[src/rtl/mem_ctrl_pkg.sv]
`default_nettype none
// ============================================================================
// Module      : mem_ctrl_pkg
// Description : Shared encodings for the byte-serial memory controller:
//               access widths, query types, FSM states, the default IO
//               window selector and the width-to-byte-count decode.
// Revision    : 1.0 - initial release
// ============================================================================
package mem_ctrl_pkg;

    // Access width encodings on lsb_data_width
    localparam logic [1:0] WIDTH_BYTE = 2'd0;
    localparam logic [1:0] WIDTH_HALF = 2'd1;
    localparam logic [1:0] WIDTH_WORD = 2'd2;

    // Query type encodings on lsb_query_type
    localparam logic QRY_READ  = 1'b0;
    localparam logic QRY_WRITE = 1'b1;

    // addr[17:16] value that marks an IO-mapped address
    localparam logic [1:0] IO_SEL_DEFAULT = 2'b11;

    // Controller states
    typedef enum logic [1:0] {
        ST_IDLE  = 2'd0,
        ST_READ  = 2'd1,
        ST_WRITE = 2'd2,
        ST_DONE  = 2'd3
    } state_t;

    // Number of byte transfers for an access width (unknown widths act as word)
    function automatic logic [2:0] byte_count(input logic [1:0] width);
        case (width)
            WIDTH_BYTE: return 3'd1;
            WIDTH_HALF: return 3'd2;
            default:    return 3'd4;
        endcase
    endfunction

endpackage
`default_nettype wire

[src/rtl/mem_ctrl.sv]
`default_nettype none
// ============================================================================
// Module      : mem_ctrl
// Description : Sole owner of the byte-serial RAM/IO port. Arbitrates between
//               instruction fetch (word reads) and the load/store buffer
//               (1/2/4-byte reads and writes), serialises each access into
//               byte transfers, reassembles read data little-endian and
//               returns a one-cycle reply pulse to the granted requester.
// Revision    : 1.0 - initial release
// ============================================================================
module mem_ctrl
    import mem_ctrl_pkg::*;
#(
    parameter logic [1:0] IO_SEL = IO_SEL_DEFAULT
) (
    input  logic        clk_in,
    input  logic        rst_in,
    input  logic        rdy_in,

    input  logic [7:0]  mem_din,
    output logic [7:0]  mem_dout,
    output logic [31:0] mem_a,
    output logic        mem_wr,
    input  logic        io_buffer_full,

    input  logic        if_query_en,
    input  logic [31:0] if_query_addr,
    output logic        if_reply_en,
    output logic [31:0] if_reply_data,

    input  logic        lsb_query_en,
    input  logic        lsb_query_type,
    input  logic [31:0] lsb_query_addr,
    input  logic [1:0]  lsb_data_width,
    input  logic [31:0] lsb_query_data,
    output logic        lsb_reply_en,
    output logic [31:0] lsb_reply_data,

    input  logic        flush_signal
);

    // ------------------------------------------------------------------
    // State registers.
    // cnt meaning depends on the state:
    //   READ  : index of the edge about to happen, counted from the grant
    //           edge (grant edge = 0, so it starts at 1).
    //   WRITE : index of the byte currently on the bus.
    // ------------------------------------------------------------------
    state_t      state,     state_nx;
    logic [2:0]  cnt,       cnt_nx;
    logic [2:0]  n_bytes,   n_bytes_nx;
    logic        owner_lsb, owner_lsb_nx;
    logic [31:0] base_addr, base_addr_nx;
    logic [31:0] wdata,     wdata_nx;
    logic [31:0] result,    result_nx;

    logic [7:0]  mem_dout_nx;
    logic [31:0] mem_a_nx;
    logic        mem_wr_nx;
    logic        if_reply_en_nx;
    logic [31:0] if_reply_data_nx;
    logic        lsb_reply_en_nx;
    logic [31:0] lsb_reply_data_nx;

    // Read data with the byte sampled at this edge merged in. The byte
    // arriving now belongs to the address driven two edges earlier.
    logic [31:0] assembled;
    assign assembled = result | ({24'd0, mem_din} << {cnt - 3'd2, 3'b000});

    // Write path helpers: next byte index and its data lane
    logic [2:0]  k_inc;
    logic [31:0] wdata_shift;
    logic [7:0]  write_byte;
    logic        io_stall;

    assign k_inc       = cnt + 3'd1;
    assign wdata_shift = wdata >> {k_inc, 3'b000};
    assign write_byte  = wdata_shift[7:0];
    // The IO window check uses the base address of the access
    assign io_stall    = (base_addr[17:16] == IO_SEL) && io_buffer_full;

    // Next-state and next-output logic; everything leaves through registers
    always_comb begin
        state_nx          = state;
        cnt_nx            = cnt;
        n_bytes_nx        = n_bytes;
        owner_lsb_nx      = owner_lsb;
        base_addr_nx      = base_addr;
        wdata_nx          = wdata;
        result_nx         = result;
        mem_dout_nx       = mem_dout;
        mem_a_nx          = mem_a;
        mem_wr_nx         = mem_wr;
        if_reply_en_nx    = 1'b0;
        if_reply_data_nx  = if_reply_data;
        lsb_reply_en_nx   = 1'b0;
        lsb_reply_data_nx = lsb_reply_data;

        case (state)
            ST_IDLE: begin
                // A flush only suppresses the grant in this cycle
                if (!flush_signal) begin
                    if (lsb_query_en) begin
                        owner_lsb_nx = 1'b1;
                        base_addr_nx = lsb_query_addr;
                        n_bytes_nx   = byte_count(lsb_data_width);
                        wdata_nx     = lsb_query_data;
                        result_nx    = 32'd0;
                        mem_a_nx     = lsb_query_addr;
                        if (lsb_query_type == QRY_WRITE) begin
                            cnt_nx      = 3'd0;
                            mem_wr_nx   = 1'b1;
                            mem_dout_nx = lsb_query_data[7:0];
                            state_nx    = ST_WRITE;
                        end else begin
                            cnt_nx    = 3'd1;
                            mem_wr_nx = 1'b0;
                            state_nx  = ST_READ;
                        end
                    end else if (if_query_en) begin
                        owner_lsb_nx = 1'b0;
                        base_addr_nx = if_query_addr;
                        n_bytes_nx   = 3'd4;
                        result_nx    = 32'd0;
                        mem_a_nx     = if_query_addr;
                        mem_wr_nx    = 1'b0;
                        cnt_nx       = 3'd1;
                        state_nx     = ST_READ;
                    end
                end
            end

            ST_READ: begin
                if (flush_signal) begin
                    // Speculative read is dropped without a reply
                    mem_a_nx = 32'd0;
                    cnt_nx   = 3'd0;
                    state_nx = ST_IDLE;
                end else begin
                    mem_a_nx = (cnt < n_bytes) ? base_addr + {29'd0, cnt} : 32'd0;
                    if (cnt >= 3'd2) begin
                        result_nx = assembled;
                    end
                    if (cnt == n_bytes + 3'd1) begin
                        if (owner_lsb) begin
                            lsb_reply_en_nx   = 1'b1;
                            lsb_reply_data_nx = assembled;
                        end else begin
                            if_reply_en_nx    = 1'b1;
                            if_reply_data_nx  = assembled;
                        end
                        cnt_nx   = 3'd0;
                        state_nx = ST_DONE;
                    end else begin
                        cnt_nx = cnt + 3'd1;
                    end
                end
            end

            ST_WRITE: begin
                // Stores are already committed, so flush is ignored here
                if (mem_wr) begin
                    if (k_inc == n_bytes) begin
                        mem_wr_nx         = 1'b0;
                        mem_a_nx          = 32'd0;
                        mem_dout_nx       = 8'd0;
                        lsb_reply_en_nx   = 1'b1;
                        lsb_reply_data_nx = wdata;
                        cnt_nx            = 3'd0;
                        state_nx          = ST_DONE;
                    end else begin
                        cnt_nx      = k_inc;
                        mem_a_nx    = base_addr + {29'd0, k_inc};
                        mem_dout_nx = write_byte;
                        mem_wr_nx   = !io_stall;
                    end
                end else begin
                    // Byte held back by a full IO sink: retry the same byte
                    mem_wr_nx = !io_stall;
                end
            end

            ST_DONE: begin
                // Gap cycle so a requester still holding query_en is not re-granted
                state_nx = ST_IDLE;
            end

            default: begin
                state_nx = ST_IDLE;
            end
        endcase
    end

    // State and output registers; rdy_in low freezes everything
    always_ff @(posedge clk_in) begin
        if (rst_in) begin
            state          <= ST_IDLE;
            cnt            <= 3'd0;
            n_bytes        <= 3'd0;
            owner_lsb      <= 1'b0;
            base_addr      <= 32'd0;
            wdata          <= 32'd0;
            result         <= 32'd0;
            mem_dout       <= 8'd0;
            mem_a          <= 32'd0;
            mem_wr         <= 1'b0;
            if_reply_en    <= 1'b0;
            if_reply_data  <= 32'd0;
            lsb_reply_en   <= 1'b0;
            lsb_reply_data <= 32'd0;
        end else if (rdy_in) begin
            state          <= state_nx;
            cnt            <= cnt_nx;
            n_bytes        <= n_bytes_nx;
            owner_lsb      <= owner_lsb_nx;
            base_addr      <= base_addr_nx;
            wdata          <= wdata_nx;
            result         <= result_nx;
            mem_dout       <= mem_dout_nx;
            mem_a          <= mem_a_nx;
            mem_wr         <= mem_wr_nx;
            if_reply_en    <= if_reply_en_nx;
            if_reply_data  <= if_reply_data_nx;
            lsb_reply_en   <= lsb_reply_en_nx;
            lsb_reply_data <= lsb_reply_data_nx;
        end
    end

endmodule
`default_nettype wire

[config.mk]
export PLATFORM = sky130hd
export DESIGN_NAME = mem_ctrl
export DESIGN_NICKNAME = d
export VERILOG_FILES = /design/src/rtl/mem_ctrl_pkg.sv /design/src/rtl/mem_ctrl.sv
export SDC_FILE = /design/constraint.sdc
export NUM_CORES = 1
export LEC_CHECK = 0
export BUFFER_PORTS_ARGS = -buffer_cell sky130_fd_sc_hd__buf_2
export CORE_ASPECT_RATIO = 1.4
export CORE_UTILIZATION = 40
export DETAILED_ROUTE_END_ITERATION = 8
export PLACE_DENSITY = 0.62
export SYNTH_ARGS = -nofsm -noshare
export SYNTH_HDL_FRONTEND = slang
export SYNTH_SLANG_ARGS = --single-unit
[constraint.sdc]
create_clock -name clk_in -period 4 [get_ports clk_in]
set_input_delay 0.4 -clock clk_in [delete_from_list [all_inputs] [get_ports clk_in]]
set_output_delay 0.4 -clock clk_in [all_outputs]
set_load 0.005 [all_outputs]
# After elaboration in Yosys (flattened, before gate mapping)
# Index checks and enable logic that the tools add are counted.
[word_totals] out_inout_bits=107 elab_cells=127 reg_bits=212
[op_classes] n_reduce_logical=18 shifts=2 bitwise_logic=3 addsub=5 mux=65 magnitude_cmp=2 n_eq_ne=18
[ops] cell="two-way mux 32 bit" count=17
[ops] cell="one-hot mux 32 bit (2 select lines)" count=2
[ops] cell="one-hot mux 32 bit (3 select lines)" count=1
[ops] cell="adder 32 x 3 -> 32 bit" count=2
[ops] cell="two-way mux 8 bit" count=5
[ops] cell="bitwise OR 32 bit" count=1
[ops] cell="<< shifter 8 x 6 -> 32 bit" count=1
[ops] cell=">> shifter 32 x 6 -> 8 bit" count=1
[ops] cell="two-way mux 3 bit" count=9
[ops] cell="inequality test 2 bit, second input constant" count=9
[ops] cell="AND reduction 6 bit" count=3
[ops] cell="two-way mux 1 bit" count=17
[ops] cell="two-way mux 2 bit" count=8
[ops] cell="one-hot mux 8 bit (2 select lines)" count=1
[ops] cell="AND reduction 4 bit" count=3
[ops] cell="AND reduction 5 bit" count=2
[ops] cell="one-hot mux 3 bit (3 select lines)" count=1
[ops] cell="one-hot mux 2 bit (4 select lines)" count=1
[ops] cell="nonzero test 2 bit" count=4
[ops] cell="AND reduction 7 bit" count=1
[ops] cell="adder 3 x 1 -> 3 bit, second input constant" count=2
[ops] cell="== test 2 bit, second input constant" count=3
[ops] cell="== test 3 bit" count=2
[ops] cell="inequality test 3 bit, second input constant" count=2
[ops] cell="other kinds (11)" count=15

# Logic depth before layout (Yosys ltp)
# Gate-level depths: netlist of run 1.
[logic_depth] ltp_word=7 depth_mapped=12

# Worst setup path before layout of run 1
# OpenSTA, ideal clock, no wires.
[synth_timing] path_kind="register -> register" startpoint="register cnt[1]" endpoint="register mem_a[30]" arrival_ps=2587 n_path_buf=1 required_ps=3868 slack_ps=1281 period_less_slack_ps=2719 stages_incl_launch_ff=11 path_cell_list="dfxtp_1 > ha_1 > buf_4 > inv_1 > fa_1 > nand2b_1 > a21oi_1 > nand4_1 > xnor2_1 > a221oi_1 > nor3_1"
[synth_between] elab_chain_cells=5 elab_cells_between_ends=10 classes_between="3 x add/sub; 1 x order compare; 1 x eq/ne; 5 x mux"
[synth_lines] item="start: declaration" line_no="mem_ctrl.sv:50" text="logic [2:0] cnt, cnt_nx;"
[synth_lines] item="start signal: assignment" line_no="mem_ctrl.sv:213" text="cnt <= cnt_nx;"
[synth_lines] item="adder 3 x 1 -> 3 bit" line_no="mem_ctrl.sv:76" text="assign k_inc = cnt + 3'd1;"
[synth_lines] item="adder 32 x 3 -> 32 bit / == test 3 bit (equally long branches)" line_no="mem_ctrl.sv:173, mem_ctrl.sv:163"
[synth_lines] item="two-way mux 32 bit" line_no="mem_ctrl.sv:163" text="if (k_inc == n_bytes) begin"
[synth_lines] item="two-way mux 32 bit" line_no="mem_ctrl.sv:162" text="if (mem_wr) begin"
[synth_lines] item="one-hot mux 32 bit (3 select lines) (*)" line_no="mem_ctrl.sv:99" text="case (state)"
[synth_lines] item="end signal: assignment" line_no="mem_ctrl.sv:220" text="mem_a <= mem_a_nx;"
[synth_lines] item="end: declaration" line_no="mem_ctrl.sv:22" text="output logic [31:0] mem_a,"
# Every way passes the cells marked *; elsewhere a longest branch is shown, timed or not. The select of a mux whose other input is x is not followed.
# A chain may end at the register's enable or synchronous reset.

# Worst setup path after layout of run 1
[layout_timing] startpoint="register cnt[0]" endpoint="register mem_a[30]"
# Same word-level chain as after synthesis.

==> flow_summary_export.csv, run 1 <==
group,metric,value,unit
timing,hold_viol,0,
die,fp.dieArea,27900,sq um
grt,grt_pass1_wl,56.2,mm
synth,synth_top_area_cell,"dfxtp_1",
die,ios,221,
setup_path,path_buf_inv,1,
synth,syn_nets,1484,
synth,synth_area,10900,sq um
synth,synth_top_cell_area_share,0.389,
setup_path,cp_slowest_cell,"dfxtp_1",
grt,grt_pass1_vias,10000,
placed_design,dpl_cell_area,12100,sq um
min_path,hp-class,"input port to flop",
setup_path,cp_data_required_time,4390,ps
grt,antenna_found_initial,2,
timing,fin_crit_sh,0.811,
synth,ys_async_sr_fraction,0,
die,coreArea,26800,sq um
finish,multiInputGateArea,6000,sq um
clocking,clock_latency,540,ps
flow_run,drv_cap,0,
placed_design,finalWeightedCongestion,0.939,
finish,final_layout_size_suffix_gt1_frac,0.208,
timing,rsz0062_at_grt,"false",
timing,drv_slew,0,
drt,vias,10600,
timing,max_slew_margin,0.199,
timing,max_slew.worst_pin.slew,1190,ps
power,ir_worst_vdd,0.279,mV
synth,synth-edff-count,0,
finish,area_delta_synth_final,18.1,%
drt,drc,0,
clocking,cts-hold-fix-buffers,0,
drt,wl,36.3,mm
synth,synth_seq_cells,212,
synth,yosysSeqAreaShare,0.389,
synth,synth.area.top_cells,"dfxtp_1, a21oi_1, nor2_1",
clocking,cts_resized,0,
setup_path,cp_top_family,"compound AO/OA/AOI/OAI gates",
setup_path,crit_chain,"ha_1, inv_1, fa_1, nand2b_1, a21oi_1, nand4_1, xnor2_1, a221oi_1, nor3_1",
clocking,htreeDepth,1,
clocking,numCtsBuffers,23,
drt,avgRoutedWirePerCell,19.2,um
placed_design,post-dp-hpwl,26.1,mm
synth,netlist_instances,1352,
finish,fill_cells,2761,
timing,setup_viol,0,
clocking,cts.root.buffer_cell,"clkbuf_16",
grt,grt_usage,0.258,
synth,avgSynthCellArea,8.06,sq um
clocking,clk_path_buf_depth,3,
setup_path,crit_path_max_incr_delay,700,ps
placed_design,io_buffers,220,
setup_path,worstPathArrival,3640,ps
timing,fin_skew,12.9,ps
power,p_leak,4.89,nW
setup_path,crit_path_end_kind,"flop",
synth,yosysUniqueCellTypes,74,
setup_path,startpoint_type,"flop",
drt,drtIter0Drc,736,
finish,seq_area,4240,sq um
finish,stdcell_area,12900,sq um
drt,ant_nets,0,
clocking,cts_tree,"done",
status,status,"finished, final reports clean",
drt,via_per_inst,5.59,
finish,finalNetCount,1641,
setup_path,worstSetupPathType,"flop to flop",
drt,dr.pass1.iters,5,
synth,yosys_warnings,0,
timing,period_minus_slack,3240,ps
grt,grt_max_degree,136,
clocking,path_clk_slew,60,ps
setup_path,crit_fanout,14,
die,start_util,0.406,
die,die_h,197,um
timing,fmax,308,MHz
clocking,cts_setup_buffers,0,
grt,grt_overflow_total,0,
synth,synth_top_flop_cell,"dfxtp_1",
power,power_density,440,nW/um^2
die,die_w,142,um
clocking,cts.sinks,212,
timing,fin_tns_setup,0,ps
die,rows,71,
## logic make-up (layout without fill, tap and decap cells)
logic type      count (synthesis)  after routing  share of synthesized area
simple gates                  510            510                      0.206
compound gates                374            374                      0.215
flops                         212            212                      0.389
buf+inv                       133            307                     0.0620
mux                            74             74                     0.0779
xor+xnor                       31             31                     0.0279
fa+ha+maj                      18             18                     0.0220
other cells                     0              2                          0
## per-stage QoR
| stage | instances | util | hold slack [ps] | setup slack (ps) | total power, mW |
|---|---|---|---|---|---|
| after floorplan | 1352 | - | 446 | 1280 | 3.07 |
| after CTS | 1891 | 0.480 | 91.7 | 803 | 5.71 |
| final | 1893 | 0.480 | 112 | 756 | 5.66 |
| after global placement | 1849 | 0.450 | 436 | 799 | 3.43 |
| after global routing | 1893 | 0.480 | 105 | 526 | 5.91 |
| after detailed placement | 1849 | 0.450 | 443 | 803 | 3.44 |
## synth_stat cells (6+ instances only)
cell type	instances
buf_4	6
xor2_1	6
a221oi_1	7
nand4_1	22
mux2_2	7
nand2_1	182
a311oi_1	8
nor3_1	47
mux4_2	8
a31oi_1	17
inv_1	22
dfxtp_1	212
nand3_1	27
a21oi_1	140
xnor2_1	23
a22oi_1	7
nor2b_1	10
a211oi_1	71
a32o_1	7
buf_2	14
nor2_1	186
mux2i_1	59
o21ai_0	70
o22ai_1	6
and2_1	9
ha_1	16
clkbuf_1	68
## where the power goes
part	internal (mW)	switching [mW]	leakage, nW
sequential	2.23	0.131	1.72
clock	1.35	0.920	0.399
combinational	0.381	0.655	2.77
total	3.96	1.70	4.89
## registers in the layout (all words and copies together) (netlist names)
signal          cells
base_addr          32
cnt                 3
if_reply_data      32
if_reply_en         1
lsb_reply_data     32
lsb_reply_en        1
mem_a              32
mem_dout            8
mem_wr              1
n_bytes             3
owner_lsb           1
result             32
state               2
wdata              32
## final cells by class
class | instances | share of cell area
clock buffers | 31 | 0.0509
well taps | 365 | 0.0355
repair buffers | 241 | 0.0992
flip-flops and latches | 212 | 0.330
inverters | 24 | 0.00700
clock inverters | 11 | 0.0115
diodes | 2 | 0.000389
multi-input cells | 1007 | 0.466
## tightest hold or removal path: cells and delay by family
| family | cells | cell delay, ps |
|---|---|---|
| AOI/OAI and AO/OA | 1 | 50 |
| buffers and inverters | 1 | 90 |
| and+or+nand+nor | 1 | 50 |
## final timing paths
check	end	startpoint	slack [ps]	depth (start not counted)
setup reg to reg	mem_a[30]	cnt[0]	760	9
hold / removal	wdata[25]	lsb_query_data[25]	110	3
hold reg to reg	mem_a[12]	mem_a[12]	450	2
setup / recovery	mem_a[30]	cnt[0]	760	9
## routing by layer
| metal | wire length, um | track usage |
|---|---|---|
| met3 | 2140 | 0.0322 |
| met5 | 0 | 0 |
| met4 | 1570 | 0.126 |
| met1 | 14300 | 0.306 |
| met2 | 18300 | 0.458 |
## cell usage in the layout (no fill, tap or decap), types with 15 or more instances in the layout
cell and n:
nor2_1 186, nand2_1 181, buf_2 219, ha_1 15
clkbuf_16 23, buf_4 20, nand3_1 27, nor3_1 47
a31oi_1 17, dfxtp_1 212, a211oi_1 71, inv_1 22
o21ai_0 70, a21oi_1 140, mux2i_1 59, nand4_1 22
xnor2_1 23
No activity file was read; power rests on OpenSTA's default activity.
==> run 2, diff against run 1 <==
Settings changed: PLACE_DENSITY 0.62 to 0.65.
Clock period 4 ns to 2.9 ns, I/O delays scaled along.
==> run 2 against run 1 <==
  * The flow now finishes with violations (design-rule violations)
  * Maximum frequency grew 24%
  * Utilization up 1.0 points
  * Global-route usage fell by 0.11 points
  * Die area is the same
  * Clock power grew 52%
  * Critical path type unchanged
==> flow_summary_export.csv, run 2 (synthesis gave the netlist of run 1 again) <==
group,metric,value,unit
grt,antenna_found_initial,1,
status,violations,"design-rule violations",
die,start_util,0.406,
flow_run,drv_cap,0,
setup_path,crit_fanout,4,
setup_path,startpoint_type,"flop",
drt,dr.pass1.iters,8,
finish,fin_util,0.490,
die,rows,71,
timing,max_slew_margin,0.155,
finish,area_delta_synth_final,20.7,%
grt,grt_overflow_total,0,
clocking,cts_setup_buffers,0,
status,status,"finished with violations",
clocking,htreeDepth,1,
setup_path,cp_data_required_time,3330,ps
clocking,clock_latency,520,ps
setup_path,reg2reg_slack,280,ps
drt,drtIter0Drc,711,
finish,stdcell_area,13200,sq um
die,die_h,197,um
grt,grt_pass1_vias,9949,
drt,vias,10700,
timing,period_minus_slack,2620,ps
finish,finalNetCount,1664,
grt,grt_usage,0.257,
power,ir_worst_vdd,0.398,mV
finish,fill_cells,2665,
finish,layout_commonest_cell,"buf_2",
drt,avgRoutedWirePerCell,19.1,um
drt,via_per_inst,5.58,
grt,grt_pass1_wl,55.9,mm
die,fp.dieArea,27900,sq um
clocking,clk_path_buf_depth,3,
finish,layout_common_cells,"buf_2, dfxtp_1, nor2_1",
setup_path,crit_start,"cnt[0]",
placed_design,io_buffers,220,
placed_design,post-dp-hpwl,26.6,mm
timing,hold_viol,0,
placed_design,finalWeightedCongestion,0.920,
power,power_density,622,nW/um^2
timing,fin_crit_sh,0.903,
finish,final_layout_size_suffix_gt1_frac,0.221,
setup_path,crit_end,"mem_a[28]",
clocking,cts_tree,"done",
setup_path,worstSetupPathType,"flop to flop",
die,die_w,142,um
drt,drc,4,
timing,max_slew.worst_pin.slew,1260,ps
power,p_leak,5.04,nW
die,coreArea,26800,sq um
timing,fin_tns_setup,0,ps
setup_path,crit_path_end_kind,"flop",
setup_path,r2r-start,"cnt[0]",
clocking,numCtsBuffers,23,
min_path,hp-class,"input port to flop",
timing,drv_slew,0,
clocking,cts.sinks,212,
clocking,cts-hold-fix-buffers,0,
timing,rsz0062_at_grt,"false",
grt,grt_max_degree,104,
die,ios,221,
timing,fmax,382,MHz
drt,wl,36.5,mm
clocking,cts.root.buffer_cell,"clkbuf_16",
timing,setup_viol,0,
clocking,cts_resized,0,
setup_path,r2r_cells,9,
setup_path,worstPathArrival,3050,ps
placed_design,dpl_cell_area,12300,sq um
clocking,path_clk_slew,60,ps
drt,ant_nets,0,
setup_path,r2r-end,"mem_a[28]",
timing,fin_skew,11.2,ps
[run 2: cell types whose count changed in the layout (fill, tap and decap cells not counted)]
cell,previous run,this run
buf_12,1,3
buf_4,20,41
bufinv_16,3,7
clkbuf_1,3,2
clkbuf_8,5,4
clkinv_2,6,3
diode_2,2,1
inv_16,1,0
inv_6,0,2
[run 2: how the worst min path moves through the flow]
stage	start	to	slack, ps	cells after the start
5_1_grt	lsb_query_data[10]	wdata[10]	10	3
2_1_floorplan	lsb_query_data[0]	wdata[0]	430	2
3_3_place_gp	lsb_reply_en	lsb_reply_en	440	2
6_report	lsb_query_data[10]	wdata[10]	10	3
4_1_cts	lsb_query_data[24]	wdata[24]	3	3
3_5_place_dp	lsb_reply_en	lsb_reply_en	450	2
[run 2: final cells by class]
type / instances / area (sq um) / area share
Sequential cell: 212 / 4240 / 0.323
Timing Repair Buffer: 264 / 1480 / 0.112
Inverter: 24 / 90.1 / 0.00685
Multi-Input combinational cell: 1007 / 6000 / 0.456
Tap cell: 365 / 457 / 0.0347
Clock buffer: 29 / 638 / 0.0485
Clock inverter: 13 / 250 / 0.0190
Antenna cell: 1 / 2.50 / 0.000190
[run 2: power by group]
| group | switching [mW] | internal (mW) | leakage (nW) |
|---|---|---|---|
| Sequential | 0.160 | 3.07 | 1.72 |
| Combinational | 0.954 | 0.560 | 2.89 |
| Clock | 1.26 | 2.19 | 0.434 |
| Total | 2.37 | 5.82 | 5.04 |
[run 2: worst max-delay path, stage by stage (launching register included)]
cell and delay, ps:
dfxtp_1 340, ha_1 380, inv_1 110, fa_1 420, nand2b_1 170, a21oi_1 360, and4_1 270, xor2_1 150
a221oi_1 90, a211oi_1 230
[run 2: metal layers]
layer / part of all wire / up-vias / GRT usage
met4: 0.036 / 0 / 0.101
met5: 0 / - / 0
met1: 0.40 / 5054 / 0.302
li1: - / 5167 / -
met2: 0.51 / 385 / 0.468
met3: 0.056 / 82 / 0.0344
[run 2: per-stage QoR]
stage	hold WS [ps]	power [mW]	setup WS, ps	cells
finish	11.0	8.19	280	1915
global route	11.8	8.51	72.8	1914
CTS	3.22	8.23	270	1914
detailed placement	450	4.79	301	1872
global placement	442	4.77	378	1872
floorplan	426	4.23	181	1352
==> run 3, diff against run 2 <==
Settings changed: CORE_UTILIZATION 40 to 50, PLACE_DENSITY 0.65 to 0.78.
==> run 3 against run 2 <==
  * The flow now finishes without violations
  * Sequential cell count stayed put
  * Clock-buffer cell count is 1 higher
  * Combinational power hardly changed
  * Design area is 1.6% lower
  * Sequential power hardly changed
  * Worst hold slack better by 21 ps
  * Global-route usage is 6.1 points higher
  * Cell count is 5.3% lower
  * Non-clock buffer count is 5 higher
  * First-iteration DRC count is 0.84% higher
==> flow_summary_export.csv, run 3 (synthesis gave the netlist of run 1 again) <==
group,metric,value,unit
placed_design,dpl_cell_area,12200,sq um
die,coreArea,21300,sq um
finish,stdcell_area,12900,sq um
placed_design,post-dp-hpwl,26.8,mm
drt,ant_nets,0,
timing,setup_viol,0,
timing,fin_tns_setup,0,ps
drt,drtIter0Drc,717,
timing,hold_viol,0,
placed_design,place_ws,219,ps
timing,fin_crit_sh,0.914,
grt,grt_pass1_wl,55.4,mm
finish,final_layout_size_suffix_gt1_frac,0.222,
clocking,cts.sinks,212,
timing,max_slew.worst_pin.slew,905,ps
finish,layout_common_cells,"buf_2, dfxtp_1, nor2_1",
grt,grt_pass1_vias,10500,
drt,vias,10900,
placed_design,finalWeightedCongestion,0.964,
timing,layout_setup_ws,248,ps
power,sequentialPowerShare,0.417,
power,p_comb_frac,0.194,
drt,drc,0,
die,start_util,0.512,
clocking,cts.root.buffer_cell,"clkbuf_16",
setup_path,worstSetupPathType,"flop to flop",
drt,via_per_inst,5.99,
clocking,clk_path_buf_depth,3,
drt,avgRoutedWirePerCell,19.8,um
clocking,numCtsBuffers,22,
drt,dr.pass1.iters,5,
die,fp.dieArea,22400,sq um
timing,rsz0062_at_grt,"false",
flow_run,drv_cap,0,
setup_path,crit_fanout,6,
min_path,hp-class,"input port to flop",
grt,antenna_found_initial,1,
clocking,clock_latency,520,ps
power,total_power,7.75,mW
timing,fmax,377,MHz
drt,wl,35.9,mm
finish,layout.cells.non_filler,1813,
die,die_w,127,um
clocking,cts_tree,"done",
die,rows,63,
setup_path,crit_path_end_kind,"flop",
setup_path,cp_data_required_time,3270,ps
power,pwr-share-clk,0.389,
grt,grt_overflow_total,0,
power,internal-power,5.47,mW
die,ios,221,
clocking,path_clk_slew,60,ps
finish,finalNetCount,1668,
grt,grt_max_degree,87,
clocking,htreeDepth,1,
status,status,"finished, final reports clean",
power,switching_power,2.28,mW
timing,period_minus_slack,2650,ps
power,p_leak,5.03,nW
power,power_density,599,nW/um^2
clocking,cts-hold-fix-buffers,0,
setup_path,worstPathArrival,3020,ps
power,ir_worst_vdd,0.423,mV
timing,max_slew_margin,0.393,
finish,fill_cells,1939,
placed_design,dp_cells,1772,
grt,grt_usage,0.318,
setup_path,startpoint_type,"flop",
die,die_h,177,um
finish,area_delta_synth_final,18.8,%
finish,layout_commonest_cell,"buf_2",
timing,drv_slew,0,
power,p_sw_frac,0.294,
timing,fin_skew,23.5,ps
placed_design,io_buffers,220,
==> run 3: worst max-delay path, stage by stage (launching register included) <==
cell and delay (ps):
dfxtp_1 360, ha_1 320, inv_1 70, fa_1 420, nand2b_1 180, a21oi_1 450, nand4_1 190, xnor2_1 160
a221oi_1 290, nor3_1 80
==> run 3: path summary, 6_finish.rpt <==
path | start | endpoint | slack [ps] | depth (start not counted)
worst max-delay path | cnt[0] | mem_a[30] | 250 | 9
worst min-delay path | lsb_query_data[30] | wdata[30] | 30 | 3
worst max register to register | cnt[0] | mem_a[30] | 250 | 9
worst min register to register | mem_a[2] | mem_a[2] | 450 | 2
==> run 3: layout make-up <==
cell class | instances | area [sq um] | area share
Multi-Input combinational cell | 1007 | 6010 | 0.464
Sequential cell | 212 | 4240 | 0.328
Timing Repair Buffer | 269 | 1500 | 0.116
Clock buffer | 30 | 652 | 0.0503
Tap cell | 260 | 325 | 0.0251
Clock inverter | 9 | 123 | 0.00947
Inverter | 24 | 90.1 | 0.00696
Antenna cell | 2 | 5.00 | 0.000387
==> run 3: power groups by stage <==
stage / Sequential [mW] / Combinational [mW] / Clock, mW
CTS: 3.23 / 1.50 / 3.05
global placement: 3.29 / 1.47 / 0
floorplan: 3.23 / 0.997 / 0
finish: 3.23 / 1.51 / 3.02
detailed placement: 3.29 / 1.49 / 0
global route: 3.25 / 1.65 / 3.17
==> run 3: what timing repair did <==
action / in CTS / in global routing
buffers inserted: 0 / 0
setup endpoints to repair: 0 / 1
gates resized for setup: 0 / 2
==> run 3: layer usage <==
layer	up-vias	track usage	wire length (um)
li1	5172	-	-
met1	5070	0.332	12600
met2	475	0.588	18600
met3	138	0.0360	2070
met4	0	0.230	2660
met5	-	0	0
==> run 3: metrics by stage <==
stage	util	hold WS, ps
global route	0.608	42.3
CTS	0.608	20.9
detailed placement	0.571	448
global placement	0.571	438
finish	0.608	31.5
floorplan	-	426
